[src/rtl/apb_pkg.sv]
// Shared types and helpers for the APB requester-side controller.
//
// Contents:
//   apb_state_t  - APB protocol phase (IDLE, SETUP, ACCESS)
//   clog2_min1   - ceiling log2 clamped to at least 1, for sizing counters
package apb_pkg;

    typedef enum logic [1:0] {
        IDLE,
        SETUP,
        ACCESS
    } apb_state_t;

    // A count range of 0 or 1 values still needs a 1-bit register.
    function automatic int clog2_min1(input int n);
        return ($clog2(n) < 1) ? 1 : $clog2(n);
    endfunction

endpackage

[src/rtl/rr_arbiter.sv]
// Round-robin arbiter with a registered last-winner pointer.
//
// Ports:
//   clk        clock
//   rst_n      asynchronous active-low reset
//   req        request vector, one bit per requester
//   grant_en   pointer may advance this cycle (grant is actually taken)
//   grant      one-hot grant (zero when nothing is requested)
//   grant_idx  binary index of the granted requester
//
// Priority starts just after the previous winner. The pointer resets to
// NUM_REQ-1, which makes requester 0 the first to be served.
module rr_arbiter #(
    parameter int NUM_REQ = 2
) (
    input  logic                       clk,
    input  logic                       rst_n,
    input  logic [NUM_REQ-1:0]         req,
    input  logic                       grant_en,
    output logic [NUM_REQ-1:0]         grant,
    output logic [$clog2(NUM_REQ)-1:0] grant_idx
);

    localparam int IDX_W = $clog2(NUM_REQ);

    logic [IDX_W-1:0] ptr;
    logic             found;

    // Two passes: indices above the pointer first, then wrap around to the
    // indices at or below it. Constant loop indices keep selects static.
    always_comb begin
        grant     = '0;
        grant_idx = '0;
        found     = 1'b0;
        for (int i = 0; i < NUM_REQ; i++) begin
            if (!found && req[i] && (IDX_W'(i) > ptr)) begin
                grant[i]  = 1'b1;
                grant_idx = IDX_W'(i);
                found     = 1'b1;
            end
        end
        for (int i = 0; i < NUM_REQ; i++) begin
            if (!found && req[i] && (IDX_W'(i) <= ptr)) begin
                grant[i]  = 1'b1;
                grant_idx = IDX_W'(i);
                found     = 1'b1;
            end
        end
    end

    always_ff @(posedge clk or negedge rst_n) begin
        if (!rst_n) begin
            ptr <= IDX_W'(NUM_REQ - 1);
        end else if (grant_en && found) begin
            ptr <= grant_idx;
        end
    end

endmodule

[src/rtl/apb_master_arbiter.sv]
// APB3 requester-side controller sharing one bus among NUM_REQ requesters.
//
// Ports:
//   PCLK, PRESETn      clock, asynchronous active-low reset
//   req_valid/ready    per-requester command handshake (ready only in IDLE)
//   req_write/addr/wdata  packed per-requester command fields
//   rsp_valid          one-cycle completion pulse to the owning requester
//   rsp_rdata/rsp_err  response payload, qualified by any rsp_valid bit
//   PADDR..PWDATA      registered APB request outputs
//   PRDATA/PREADY/PSLVERR  APB completer inputs
//
// Each transfer runs IDLE -> SETUP -> ACCESS -> IDLE. A watchdog ends an
// ACCESS phase that has seen TIMEOUT_CYCLES cycles of PREADY=0 and reports
// it as an error; TIMEOUT_CYCLES=0 turns the watchdog off.
module apb_master_arbiter
    import apb_pkg::*;
#(
    parameter int ADDR_WIDTH     = 5,
    parameter int DATA_WIDTH     = 32,
    parameter int NUM_REQ        = 2,
    parameter int TIMEOUT_CYCLES = 16
) (
    input  logic                          PCLK,
    input  logic                          PRESETn,
    input  logic [NUM_REQ-1:0]            req_valid,
    output logic [NUM_REQ-1:0]            req_ready,
    input  logic [NUM_REQ-1:0]            req_write,
    input  logic [NUM_REQ*ADDR_WIDTH-1:0] req_addr,
    input  logic [NUM_REQ*DATA_WIDTH-1:0] req_wdata,
    output logic [NUM_REQ-1:0]            rsp_valid,
    output logic [DATA_WIDTH-1:0]         rsp_rdata,
    output logic                          rsp_err,
    output logic [ADDR_WIDTH-1:0]         PADDR,
    output logic                          PSEL,
    output logic                          PENABLE,
    output logic                          PWRITE,
    output logic [DATA_WIDTH-1:0]         PWDATA,
    input  logic [DATA_WIDTH-1:0]         PRDATA,
    input  logic                          PREADY,
    input  logic                          PSLVERR
);

    localparam int IDX_W = $clog2(NUM_REQ);
    localparam int CNT_W = clog2_min1(TIMEOUT_CYCLES + 1);
    // Counter value seen during the last permitted wait cycle.
    localparam logic [CNT_W-1:0] WAIT_LAST =
        (TIMEOUT_CYCLES > 0) ? CNT_W'(TIMEOUT_CYCLES - 1) : '0;

    apb_state_t        state;
    logic [IDX_W-1:0]  owner;
    logic [CNT_W-1:0]  wait_cnt;
    logic [NUM_REQ-1:0] grant;
    logic [IDX_W-1:0]  grant_idx;
    logic              idle;

    logic [ADDR_WIDTH-1:0] sel_addr;
    logic                  sel_write;
    logic [DATA_WIDTH-1:0] sel_wdata;

    assign idle      = (state == IDLE);
    assign req_ready = idle ? grant : '0;

    rr_arbiter #(
        .NUM_REQ(NUM_REQ)
    ) u_arb (
        .clk      (PCLK),
        .rst_n    (PRESETn),
        .req      (req_valid),
        .grant_en (idle),
        .grant    (grant),
        .grant_idx(grant_idx)
    );

    // Mux out the winning requester's command fields.
    always_comb begin
        sel_addr  = '0;
        sel_write = 1'b0;
        sel_wdata = '0;
        for (int i = 0; i < NUM_REQ; i++) begin
            if (grant_idx == IDX_W'(i)) begin
                sel_addr  = req_addr[i*ADDR_WIDTH +: ADDR_WIDTH];
                sel_write = req_write[i];
                sel_wdata = req_wdata[i*DATA_WIDTH +: DATA_WIDTH];
            end
        end
    end

    // Protocol FSM. The APB address/data registers double as the latched
    // command, so they stay stable through SETUP and ACCESS by construction.
    always_ff @(posedge PCLK or negedge PRESETn) begin
        if (!PRESETn) begin
            state     <= IDLE;
            owner     <= '0;
            wait_cnt  <= '0;
            PSEL      <= 1'b0;
            PENABLE   <= 1'b0;
            PADDR     <= '0;
            PWRITE    <= 1'b0;
            PWDATA    <= '0;
            rsp_valid <= '0;
            rsp_rdata <= '0;
            rsp_err   <= 1'b0;
        end else begin
            rsp_valid <= '0;
            rsp_rdata <= '0;
            rsp_err   <= 1'b0;
            case (state)
                IDLE: begin
                    if (|grant) begin
                        owner    <= grant_idx;
                        PADDR    <= sel_addr;
                        PWRITE   <= sel_write;
                        PWDATA   <= sel_write ? sel_wdata : '0;
                        PSEL     <= 1'b1;
                        PENABLE  <= 1'b0;
                        wait_cnt <= '0;
                        state    <= SETUP;
                    end
                end
                SETUP: begin
                    PENABLE <= 1'b1;
                    state   <= ACCESS;
                end
                ACCESS: begin
                    if (PREADY) begin
                        PSEL             <= 1'b0;
                        PENABLE          <= 1'b0;
                        state            <= IDLE;
                        rsp_valid[owner] <= 1'b1;
                        rsp_err          <= PSLVERR;
                        rsp_rdata        <= PWRITE ? '0 : PRDATA;
                    end else if ((TIMEOUT_CYCLES > 0) && (wait_cnt == WAIT_LAST)) begin
                        PSEL             <= 1'b0;
                        PENABLE          <= 1'b0;
                        state            <= IDLE;
                        rsp_valid[owner] <= 1'b1;
                        rsp_err          <= 1'b1;
                    end else begin
                        wait_cnt <= wait_cnt + CNT_W'(1);
                    end
                end
                default: begin
                    state <= IDLE;
                end
            endcase
        end
    end

endmodule
[config.mk]
export PLATFORM = sky130hd
export DESIGN_NAME = apb_master_arbiter
export DESIGN_NICKNAME = d
export VERILOG_FILES = /design/src/rtl/apb_pkg.sv /design/src/rtl/rr_arbiter.sv /design/src/rtl/apb_master_arbiter.sv
export SDC_FILE = /design/constraint.sdc
export NUM_CORES = 1
export LEC_CHECK = 0
export ABC_AREA = 1
export BUFFER_PORTS_ARGS = -buffer_cell sky130_fd_sc_hd__buf_2
export CORE_MARGIN = 4
export CORE_UTILIZATION = 46
export DETAILED_ROUTE_END_ITERATION = 12
export GPL_ROUTABILITY_DRIVEN = 0
export PLACE_DENSITY = 0.81
export SYNTH_ARGS = -nofsm -noshare
export SYNTH_HDL_FRONTEND = slang
export SYNTH_SLANG_ARGS = --single-unit
[constraint.sdc]
create_clock -name PCLK -period 1.9 [get_ports PCLK]
set_input_delay 0.095 -clock PCLK [delete_from_list [all_inputs] [get_ports PCLK]]
set_output_delay 0.095 -clock PCLK [all_outputs]
set_load 0.005 [all_outputs]
; ---- Yosys cells after proc, flatten, opt, wreduce, memory -nomap -nowiden
; Index checks and enable logic that the tools add are counted.
[totals]
regBits = 84
input_bits = 114
output_inout_bits = 77
elab_cells = 86
[op_classes]
addsub = 1
order_cmp = 6
eq_ne = 7
mux = 39
reduce_logical = 21
[op_table]
columns = cell, count
row1 = 32-bit 2-to-1 mux, 5
row2 = 5-bit 2-to-1 mux, 4
row3 = 1-bit 2-to-1 mux, 18
row4 = 2-bit 2-to-1 mux, 7
row5 = 5-bit case mux with 2 select lines, 1
row6 = 1-bit logical AND, 9
row7 = 2-bit case mux with 3 select lines, 1
row8 = 3-bit AND reduction, 2
row9 = 5-bit by 1-bit adder with 5-bit output (second input constant), 1
row10 = 5-bit by 4-bit == test with 1-bit output (second input constant), 1
row11 = 2-bit inequality test (second input constant), 2
row12 = 2-bit AND reduction, 2
row13 = 4-bit AND reduction, 1
row14 = 1-bit zero test, 3
row15 = 3-bit inequality test (second input constant), 1
row16 = 1-bit case mux with 3 select lines, 1
row17 = 3-bit nonzero test, 1
row18 = 2-bit by 1-bit == test with 1-bit output (second input constant), 1
row19 = 2-bit == test (second input constant), 1
row20 = 1-bit > comparator (first input constant), 2
row21 = 1-bit less-or-equal comparator (first input constant), 2
row22 = 2-bit zero test, 1
row23 = 1-bit by 2-bit less-than comparator with 1-bit output (second input constant), 1
row24 = 2-bit by 1-bit inequality test with 1-bit output (second input constant), 1
row25 = 5 further kinds, 5

; ---- Depth between registers and ports, before layout
; Gate-level depths: netlist of the first run.
[logic_depth]
depth_word = 18
depth_mapped = 9
depth_no_buf = 9

; ---- Cells and area by module
; Synthesis of the first run repeated with hierarchy kept, for this count alone.
[hier_totals]
hier_cells = 461
area_unflattened_um2 = 3711.1
[by_module_without_submodules]
columns = mod, instances, cells_per_inst, area_per_inst_um2, seq_area_each_um2
row1 = apb_master_arbiter, 1, 452, 3642.2, 2077.0
row2 = rr_arbiter, 1, 9, 68.8, 26.3

; ---- Worst setup path after synthesis of the first run
; OpenSTA, ideal clock, no wires.
[synth_timing]
path_kind = register to register
start = reg wait_cnt[0]
end = reg wait_cnt[3]
setup_ns = 0.131
arrival_ns = 1.291
required_ns = 1.769
slack_ns = 0.478
stages_incl_launch_ff = 9
path_buffers = 0
period_less_slack_ns = 1.422
path_cell_list = dfrtp_1 -> ha_1 -> nand2_1 -> nor2_1 -> ha_1 -> nand3_1 -> nand3_1 -> nand2_1 -> o21ai_0
[synth_via]
elab_chain_len = 4
elab_cells_between_ends = 7
classes_between = 1 x add/sub / 2 x eq/ne / 3 x mux / 1 x reduce/logical
[synth_lines]
columns = element, line
row1 = "start, declared", apb_master_arbiter.sv:51  ; logic [CNT_W-1:0] wait_cnt;
row2 = "start signal, assigned", apb_master_arbiter.sv:139  ; wait_cnt <= wait_cnt + CNT_W'(1);
row3 = 5-bit by 1-bit adder with 5-bit output, apb_master_arbiter.sv:139
row4 = 5-bit 2-to-1 mux, apb_master_arbiter.sv:132  ; end else if ((TIMEOUT_CYCLES > 0) && (wait_cnt == WAIT_LAST)) begin
row5 = 5-bit 2-to-1 mux, apb_master_arbiter.sv:125  ; if (PREADY) begin
row6 = 5-bit case mux with 2 select lines, apb_master_arbiter.sv:107  ; case (state)
; Parallel ways exist; a longest one is shown, timed or not. The select of a mux whose other input is x is not followed.
; A chain may end at the register's enable or synchronous reset.

; ---- Final worst setup path of the first run
[layout_timing]
start = reg u_arb.ptr
end = out req_ready[1]
[layout_via]
elab_chain_len = 16
elab_cells_between_ends = 20
classes_between = 4 x order compare / 6 x mux / 10 x reduce/logical
[layout_lines]
columns = element, line
row1 = "start, declared", rr_arbiter.sv:26  ; logic [IDX_W-1:0] ptr;
row2 = "start signal, assigned", rr_arbiter.sv:53  ; ptr <= IDX_W'(NUM_REQ - 1);
row3 = "start signal, assigned", rr_arbiter.sv:55  ; ptr <= grant_idx;
row4 = 1-bit > comparator, rr_arbiter.sv:36  ; if (!found && req[i] && (IDX_W'(i) > ptr)) begin
row5 = 1-bit logical AND, rr_arbiter.sv:36
row6 = 1-bit 2-to-1 mux, rr_arbiter.sv:36
row7 = 1-bit zero test, rr_arbiter.sv:36
row8 = 1-bit logical AND (2 in series), rr_arbiter.sv:36
row9 = 1-bit 2-to-1 mux, rr_arbiter.sv:36
row10 = 1-bit zero test, rr_arbiter.sv:43  ; if (!found && req[i] && (IDX_W'(i) <= ptr)) begin
row11 = 1-bit logical AND (2 in series), rr_arbiter.sv:43
row12 = 1-bit 2-to-1 mux, rr_arbiter.sv:43
row13 = 1-bit zero test, rr_arbiter.sv:43
row14 = 1-bit logical AND (2 in series), rr_arbiter.sv:43
row15 = 1-bit 2-to-1 mux *, rr_arbiter.sv:43
row16 = 2-bit 2-to-1 mux *, apb_master_arbiter.sv:61  ; assign req_ready = idle ? grant : '0;
row17 = "end, declared", apb_master_arbiter.sv:26  ; output logic [NUM_REQ-1:0] req_ready,
; Mark *: on every way between the ends. The rest lies on a longest branch, timed or not.

==> metrics, run 1 <==
ant diodes 0; Tightest Hold Check Type in -> reg; maximum fanout along the worst path 39; clock latency reported for the late side of the worst-skew pair 340 ps; syn_nets 573; Hold-fix buffers, CTS 33; count of routing violations after the opening detailed-route iteration 152; worst r2r path cells 8; count of buffers from port buffering 190; sequential element share of the synthesized area 0.556; cell type contributing the most total cell area after synthesis dfrtp_1; leading cell type in the layout, fill and taps excluded buf_2; die outline area 9740 sq um; highest attainable clock frequency between 600 and 700 MHz; classification of the worst setup path reg -> out; CTS root buf clkbuf_8; depth of the worst hold-timing path 3; arrival time reported for the critical path endpoint 1530 ps; HP Start PSLVERR; Post-Syn Area 3780 sq um; drt wl/cell 14.5 um; dominant cells by area after synthesis dfrtp_1 55%, nand2_1 15%, nand3_1 11%; commonest non-fill, non-tap cells in the layout 189 x buf_2, 152 x nand2_1, 83 x dfrtp_1, 83 x nand3_1; H-tree levels 3; fraction of final layout cells with drive strength greater than 1 0.331; Post CTS Setup Buffer Count 0; vias in the first global route ~4k; VDD IR max 0.582 mV; slew of the pin with the lowest slew margin 633 ps; overall fraction of global-route tracks in use 0.234; post-CTS resize count 0; # IOs 191; Final Non-Filler Cells 778; number of clock sinks seen by CTS 84; internal reg-to-reg setup slack 290 ps; Std-Cell Rows 32; clock period minus worst slack ~1600 ps; power density normalized to cell area 1160 nW/um^2; beginning of the worst register-to-register path wait_cnt[0]$_DFFE_PN0P_; net total in the final layout 789; detailed-route vias per instance 4.92; max-slew violations 0; number of antenna violations at the first check in global routing 0; worst reg2reg endpoint wait_cnt[3]$_DFFE_PN0P_; clock tree from TritonCTS done; number of standard cells after synthesis about 460; count of final setup violators 0; share of the clock period used by the worst path after layout 0.855; wire length of the first global-routing pass approximately 19000 um; Placed Cells incl. Taps 730; number of endpoints with negative hold slack in the final report 0; maximum number of pins on one net before global-route repair 50; worst clock skew about 9.4 ps; Core Box Area roughly 8000 sq um; share of the synthesized area in the top cell type 0.549; number of detailed-route iterations in the first pass 4; Synth Warn # 0; post-synthesis to final-layout area growth 39.8%; Num CTS Buffers 9; Chip Width 98.7 um; DRC errors left 0; unrepaired setup endpoints after global routing no; placed wire-length estimate after detailed placement 7730 um; endpoint kind of the worst setup timing path primary output; Reg clk slew, reported paths 80 ps; critical path required time 1800 ps; Synth Register Bits 84; number of max-cap violations 0; mean post-synth cell area approximately 8.3 sq um; Detail Route Antenna Nets 0; end point of the worst hold path rsp_err$_DFF_PN0_; detailed-route via count 3824; total leakage power 0.00323 uW; Critical Path Source Type flip-flop; gr ovfl total 0; relative slew slack 0.578; setup TNS 0 ps; Routed WL around 11000 um; status finished, final reports clean; Distinct cells, synth 23; Starting Density 0.482; Die Y-Extent 98.7 um; fill cell count 654; Max clock buf depth 2
==> kinds of logic (layout without fill, tap and decap cells) <==
family,Yosys count,count (layout),synth area share
flops,84,84,0.556
simple gates,281,281,0.314
buf+inv,69,289,0.0912
fa+ha+maj,3,3,0.00992
compound gates,19,19,0.0288
==> cells in the mapped netlist <==
library cell  count
buf_4             5
nand4_1           1
o21ai_0          10
a21oi_1           3
inv_1            39
nand3_2           1
nor2_4            2
clkbuf_1          1
nor2_2            1
buf_6             7
ha_1              3
dfrtp_1          83
or2_2             1
buf_2            12
nand2_1         152
o21a_1            5
nand2_2           1
nor2_1           39
a31oi_1           1
buf_1             2
dfstp_2           1
nand3_1          83
inv_2             3
==> routing by layer <==
layer  part of all wire  track usage  vias to the layer above
li1                   -            -                     1852
met1               0.40        0.288                     1752
met2               0.47        0.381                      191
met3               0.11       0.0870                       29
met4              0.023       0.0840                        0
met5                  0            0                        -
==> stage by stage <==
step                      utilization  setup slack [ps]  hold slack [ps]  area, sq um  power (uW)
after floorplan                     -               478             -201         3780        3970
after global placement          0.608               395              152         4770        4820
after detailed placement        0.608               286              159         4770        4920
after CTS                       0.674               247             30.1         5290        6210
after global routing            0.674               182             26.2         5290        6630
final                           0.674               276             32.1         5290        6150
==> flip-flops by register name, indices dropped and copies added, names as in the netlist <==
| name | flops |
|---|---|
| PADDR | 5 |
| rsp_err | 1 |
| wait_cnt | 5 |
| PWDATA | 32 |
| rsp_rdata | 32 |
| owner | 1 |
| state | 2 |
| rsp_valid | 2 |
| u_arb.ptr | 1 |
| PENABLE | 1 |
| PWRITE | 1 |
| PSEL | 1 |
==> power breakdown <==
part	internal [uW]	total (uW)	switching, uW
sequential	2350	2670	314
clock	630	1230	603
combinational	929	2250	1320
total	3910	6150	2240
==> critical path, stage by stage, from the launching register on <==
cell and delay [ps]:
dfstp_2 530, nand2_1 60, buf_4 250, nand3_1 180, inv_1 50, buf_2 120
==> worst max path at each step <==
stage	startpoint	to	slack [ps]	depth (start not counted)
CTS	u_arb.ptr$_DFFE_PN1P_	req_ready[1]	250	5
floorplan	wait_cnt[0]$_DFFE_PN0P_	wait_cnt[3]$_DFFE_PN0P_	480	8
finish	u_arb.ptr$_DFFE_PN1P_	req_ready[1]	280	5
global placement	wait_cnt[0]$_DFFE_PN0P_	wait_cnt[0]$_DFFE_PN0P_	390	8
global route	wait_cnt[0]$_DFFE_PN0P_	wait_cnt[3]$_DFFE_PN0P_	180	8
detailed placement	wait_cnt[0]$_DFFE_PN0P_	wait_cnt[3]$_DFFE_PN0P_	290	8
==> layout make-up <==
class	instances	area (sq um)	area share
well taps	102	128	0.0241
multi-input cells	303	1340	0.253
repair buffers	232	1380	0.260
clock buffers	10	138	0.0260
flip-flops and latches	84	2100	0.397
clock inverters	5	52.6	0.00993
inverters	42	158	0.0298
No activity file was read; power rests on OpenSTA's default activity.
==> inputs of run 2 (changes only) <==
CORE_UTILIZATION = 35   (was 46)
HOLD_SLACK_MARGIN = 0.12   (was not set)
PLACE_DENSITY = not set   (was 0.81)
==> metrics, run 2 (synthesis results as in run 1) <==
HP Start req_wdata[63] (was PSLVERR); Std-Cell Rows 37 (was 32); detailed-route via count 4074 (was 3824); status finished, final reports clean (unchanged); end point of the worst hold path PWDATA[31]$_DFFE_PN0P_ (was rsp_err$_DFF_PN0_); number of detailed-route iterations in the first pass 4 (unchanged); internal reg-to-reg setup slack 110 ps (was 290 ps); highest attainable clock frequency 559 MHz (was 616 MHz); overall fraction of global-route tracks in use 0.199 (was 0.234); maximum number of pins on one net before global-route repair 54 (was 50); Routed WL 12500 um (was 11300 um); commonest non-fill, non-tap cells in the layout 189 x buf_2, 152 x nand2_1, 103 x dlygate4sd3_1, 83 x dfrtp_1, 83 x nand3_1 (was 189 x buf_2, 152 x nand2_1, 83 x dfrtp_1, 83 x nand3_1); worst r2r path cells 7 (was 8); vias in the first global route 4193 (was 3948); arrival time reported for the critical path endpoint 2020 ps (was 1530 ps); core utilization of the finished layout 0.578 (was 0.674); setup TNS 0 ps (unchanged); number of antenna violations at the first check in global routing 0 (unchanged); Max clock buf depth 2 (unchanged); drt wl/cell 14.2 um (was 14.5 um); clock tree from TritonCTS done (unchanged); Core Box Area 10400 sq um (was 7850 sq um); endpoint kind of the worst setup timing path flip-flop (was primary output); DRC errors left 0 (unchanged); depth of the worst hold-timing path 5 (was 3); unrepaired setup endpoints after global routing no (unchanged); slowest cell delay on critical path 550 ps (was 530 ps); classification of the worst setup path reg -> reg (was reg -> out); Detail Route Antenna Nets 0 (unchanged); ant diodes 0 (unchanged); VDD IR max 0.467 mV (was 0.582 mV); count of routing violations after the opening detailed-route iteration 262 (was 152); Post CTS Setup Buffer Count 0 (unchanged); count of final setup violators 0 (unchanged); fraction of final layout cells with drive strength greater than 1 0.304 (was 0.331); Critical Path Source Type flip-flop (unchanged); Reg clk slew, reported paths 80 ps (about the same); post-synthesis to final-layout area growth 59.1% (was 39.8%); clock latency reported for the late side of the worst-skew pair 340 ps (about the same); post-placement setup slack 306 ps (was 286 ps); net total in the final layout 861 (was 789); CTS root buf clkbuf_8 (unchanged); max-slew violations 0 (unchanged); beginning of the worst register-to-register path wait_cnt[0]$_DFFE_PN0P_ (unchanged); Tightest Hold Check Type in -> reg (unchanged); number of buffer and inverter instances along the worst setup path 1 (was 3); # IOs 191 (unchanged); power density normalized to cell area 1030 nW/um^2 (was 1160 nW/um^2); die outline area 12500 sq um (was 9740 sq um); family with the most delay on the worst path buffers and inverters (was flip-flops); wire length of the first global-routing pass 20400 um (was 18600 um); worst reg2reg endpoint rsp_err$_DFF_PN0_ (was wait_cnt[3]$_DFFE_PN0P_); Num CTS Buffers 9 (unchanged); Final WS setup 110 ps (was 276 ps); worst clock skew 17.4 ps (was 9.45 ps); placed wire-length estimate after detailed placement 7880 um (was 7730 um); count of buffers from port buffering 190 (unchanged); Starting Density 0.363 (was 0.482); maximum fanout along the worst path 5 (was 39); share of the clock period used by the worst path after layout 0.942 (was 0.855); number of max-cap violations 0 (unchanged); Die Y-Extent 112 um (was 98.7 um); Chip Width 112 um (was 98.7 um); slowest stage cell on the critical path dlygate4sd3_1 (was dfstp_2); number of clock sinks seen by CTS 84 (unchanged); number of endpoints with negative hold slack in the final report 0 (unchanged); clock period minus worst slack 1790 ps (was 1620 ps); H-tree levels 3 (unchanged); fill cell count 870 (was 654); overall power after layout 6190 uW (was 6150 uW); leading cell type in the layout, fill and taps excluded buf_2 (unchanged); sequence of cells on the critical path ha_1 -> nand2_1 -> nor2_1 -> ha_1 -> nor2_2 -> nor2_1 -> dlygate4sd3_1 (was nand2_1 -> buf_4 -> nand3_1 -> inv_1 -> buf_2); critical path required time 2130 ps (was 1800 ps); total leakage power 0.00352 uW (was 0.00323 uW); detailed-route vias per instance 4.60 (was 4.92); gr ovfl total 0 (unchanged); largest registers PWDATA x32, rsp_rdata x32 (unchanged); slew of the pin with the lowest slew margin 700 ps (was 633 ps); relative slew slack 0.533 (was 0.578)
-- run 2: cell count changes in the layout (fill, tap and decap cells not counted), moves of 2 or more --
cell / previous run / this run
clkinvlp_4: 1 / 3
buf_4: 8 / 11
dlygate4sd3_1: 33 / 103
inv_6: 0 / 2
-- run 2: per-layer routing --
layer / GRT usage / vias up / wire, um / part of all wire
li1: - / 1996 / - / -
met1: 0.235 / 1865 / 5140 / 0.41
met2: 0.344 / 194 / 5990 / 0.48
met3: 0.0663 / 19 / 1240 / 0.099
met4: 0.0641 / 0 / 177 / 0.014
met5: 0 / - / 0 / 0
-- run 2: area by class of cell --
cell class / count / area [sq um] / share of cell area
tap: 136 / 170 / 0.0283
multi-input combinational: 303 / 1340 / 0.222
sequential: 84 / 2100 / 0.349
clock inverter: 7 / 50.0 / 0.00831
timing repair buffer: 304 / 2080 / 0.345
inverter: 42 / 158 / 0.0262
clock buffer: 9 / 124 / 0.0206
-- run 2: tightest hold or removal path: cells and delay by family --
family                 cells  cell delay (ps)
AND/OR/NAND/NOR            4              260
buffers and inverters      1               90
-- run 2: stage by stage --
stage	cell area (sq um)	cells	hold WS (ps)
floorplan	3780	456	-201
global placement	4820	766	187
detailed placement	4820	766	195
CTS	6020	885	122
global route	6020	885	145
finish	6020	885	139
-- run 2: how the worst max path moves through the flow --
stage / cells past startpoint / end / startpoint
final: 7 / rsp_err$_DFF_PN0_ / wait_cnt[0]$_DFFE_PN0P_
after global placement: 8 / wait_cnt[2]$_DFFE_PN0P_ / wait_cnt[0]$_DFFE_PN0P_
after global routing: 7 / rsp_err$_DFF_PN0_ / wait_cnt[0]$_DFFE_PN0P_
after CTS: 7 / rsp_err$_DFF_PN0_ / wait_cnt[0]$_DFFE_PN0P_
after floorplan: 8 / wait_cnt[3]$_DFFE_PN0P_ / wait_cnt[0]$_DFFE_PN0P_
after detailed placement: 8 / wait_cnt[4]$_DFFE_PN0P_ / wait_cnt[0]$_DFFE_PN0P_
-- run 2: report_power, final --
group | internal [uW] | leakage, uW | switching [uW] | total [uW]
clock network | 479 | 0.0000820 | 653 | 1130
logic | 1030 | 0.00232 | 1360 | 2390
registers | 2350 | 0.00112 | 317 | 2670
-- run 2: repair_timing --
item / 4_1_cts / 5_1_grt
resized for setup: 0 / 1
setup endpoints to repair: 0 / 1
hold buffers: 103 / 0
hold endpoints to repair: 123 / 0
==> inputs of run 3 (changes only) <==
REMOVE_ABC_BUFFERS = 1   (was not set)
==> metrics, run 3 (synthesis results as in run 1) <==
status finished, final reports clean (unchanged); total leakage power 0.00356 uW (was 0.00352 uW); Placed Cells incl. Taps 766 (unchanged); maximum fanout along the worst path 37 (was 5); Std-Cell Rows 37 (unchanged); gr ovfl total 0 (unchanged); family with the most delay on the worst path flip-flops (was buffers and inverters); arrival time reported for the critical path endpoint 1610 ps (was 2020 ps); H-tree levels 3 (unchanged); Detail Route Antenna Nets 0 (unchanged); clock period minus worst slack 1700 ps (was 1790 ps); # IOs 191 (unchanged); number of buffer and inverter instances along the worst setup path 3 (was 1); CTS root buf clkbuf_8 (unchanged); worst clock skew 6.34 ps (was 17.4 ps); leading cell type in the layout, fill and taps excluded buf_2 (unchanged); die outline area 12500 sq um (unchanged); post-synthesis to final-layout area growth 61.7% (was 59.1%); power density normalized to cell area 1050 nW/um^2 (was 1030 nW/um^2); Core Box Area 10400 sq um (unchanged); clock tree from TritonCTS done (unchanged); number of detailed-route iterations in the first pass 5 (was 4); VDD IR max 0.563 mV (was 0.467 mV); endpoint kind of the worst setup timing path primary output (was flip-flop); setup TNS 0 ps (unchanged); ant diodes 0 (unchanged); maximum number of pins on one net before global-route repair 43 (was 54); slowest cell delay on critical path 530 ps (was 550 ps); sequence of cells on the critical path nand2_1 -> buf_4 -> nand3_1 -> inv_1 -> buf_2 (was ha_1 -> nand2_1 -> nor2_1 -> ha_1 -> nor2_2 -> nor2_1 -> dlygate4sd3_1); grt met1 use 0.237 (was 0.235); max-slew violations 0 (unchanged); drt wl/cell 14.5 um (was 14.2 um); met3 layer usage reported by global route 0.0500 (was 0.0663); count of final setup violators 0 (unchanged); share of the clock period used by the worst path after layout 0.897 (was 0.942); slew of the pin with the lowest slew margin 593 ps (was 700 ps); Final WS setup 196 ps (was 110 ps); busiest layer in global routing met2 (unchanged); post-placement setup slack 300 ps (was 306 ps); DRC errors left 0 (unchanged); Starting Density 0.363 (unchanged); number of antenna violations at the first check in global routing 1 (was 0); placed wire-length estimate after detailed placement 7850 um (was 7880 um); Max clock buf depth 2 (unchanged); Reg clk slew, reported paths 80 ps (about the same); vias in the first global route 4283 (was 4193); critical path required time 1800 ps (was 2130 ps); count of buffers from port buffering 190 (unchanged); Die Y-Extent 112 um (unchanged); slowest stage cell on the critical path dfstp_2 (was dlygate4sd3_1); highest attainable clock frequency 587 MHz (was 559 MHz); largest registers PWDATA x32, rsp_rdata x32 (unchanged); worst hold slack after final layout 155 ps (was 139 ps); commonest non-fill, non-tap cells in the layout 189 x buf_2, 152 x nand2_1, 110 x dlygate4sd3_1, 83 x dfrtp_1, 83 x nand3_1 (was 189 x buf_2, 152 x nand2_1, 103 x dlygate4sd3_1, 83 x dfrtp_1, 83 x nand3_1); core utilization of the finished layout 0.588 (was 0.578); Routed WL 13000 um (was 12500 um); Tightest Hold Check Type in -> reg (unchanged); relative slew slack 0.604 (was 0.533); unrepaired setup endpoints after global routing no (unchanged); number of max-cap violations 0 (unchanged); fraction of final layout cells with drive strength greater than 1 0.298 (was 0.304); overall fraction of global-route tracks in use 0.208 (was 0.199); Critical Path Source Type flip-flop (unchanged); Chip Width 112 um (unchanged); count of routing violations after the opening detailed-route iteration 215 (was 262); grt met2 use 0.343 (was 0.344); classification of the worst setup path reg -> out (was reg -> reg); post-CTS resize count 0 (unchanged); detailed-route via count 4189 (was 4074); Num CTS Buffers 9 (unchanged); number of clock sinks seen by CTS 84 (unchanged); wire length of the first global-routing pass 20900 um (was 20400 um); Final Non-Filler Cells 892 (was 885); clock latency reported for the late side of the worst-skew pair 340 ps (about the same); fill cell count 910 (was 870); net total in the final layout 868 (was 861); number of endpoints with negative hold slack in the final report 0 (unchanged); detailed-route vias per instance 4.70 (was 4.60)
[run 3: cell types whose count changed in the layout (fill, tap and decap cells not counted), sizes merged]
cell,delta
bufinv,+1
clkbuf,+6
clkinv,-2
clkinvlp,-3
dlygate4sd3,+7
inv,-2
[run 3: final cells by class]
class	count	area (sq um)	share of cell area
Clock buffer	15	186	0.0305
Clock inverter	1	30.0	0.00491
Inverter	42	158	0.0258
Multi-Input combinational cell	303	1340	0.218
Sequential cell	84	2100	0.344
Tap cell	136	170	0.0278
Timing Repair Buffer	311	2140	0.349
[run 3: metal layers]
| layer | wire length [um] | up-vias |
|---|---|---|
| li1 | - | 2005 |
| met1 | 4920 | 1919 |
| met2 | 6390 | 190 |
| met3 | 758 | 73 |
| met4 | 872 | 2 |
| met5 | 13 | - |
[run 3: report_power, final]
group	internal, uW	switching (uW)
combinational	1030	1380
sequential	2350	300
clock	754	615
total	4140	2300
[run 3: worst paths after layout]
| path | slack [ps] | cells past startpoint | startpoint | endpoint |
|---|---|---|---|---|
| max | 200 | 5 | u_arb.ptr$_DFFE_PN1P_ | req_ready[1] |
| min | 160 | 4 | req_valid[0] | PENABLE$_DFFE_PN0P_ |
| max reg2reg | 320 | 8 | wait_cnt[0]$_DFFE_PN0P_ | wait_cnt[0]$_DFFE_PN0P_ |
| min reg2reg | 430 | 1 | owner$_DFFE_PN0P_ | rsp_valid[0]$_DFF_PN0_ |
| max in group asynchronous | 920 | 3 | PRESETn | PWDATA[15]$_DFFE_PN0P_ |
| min in group asynchronous | 280 | 2 | PRESETn | PADDR[4]$_DFFE_PN0P_ |
[run 3: through the flow]
| stage | total power [uW] | cell area [sq um] |
|---|---|---|
| global route | 6920 | 6120 |
| floorplan | 3760 | 3600 |
| detailed placement | 4900 | 4800 |
| finish | 6440 | 6120 |
| CTS | 6480 | 6120 |
| global placement | 4860 | 4800 |
[run 3: worst register-to-register path: stages (launching register included)]
cell     delay, ps
dfrtp_1        420
ha_1           220
nand2_1         80
nor2_1          60
ha_1           210
nand3_1         80
nand3_1        200
nand2_1        100
o21ai_0         90
[run 3: what timing repair did]
action                                 in CTS  in global routing
hold buffers                              110                  0
buffers inserted                            0                  0
endpoints found under the hold margin     110                  0
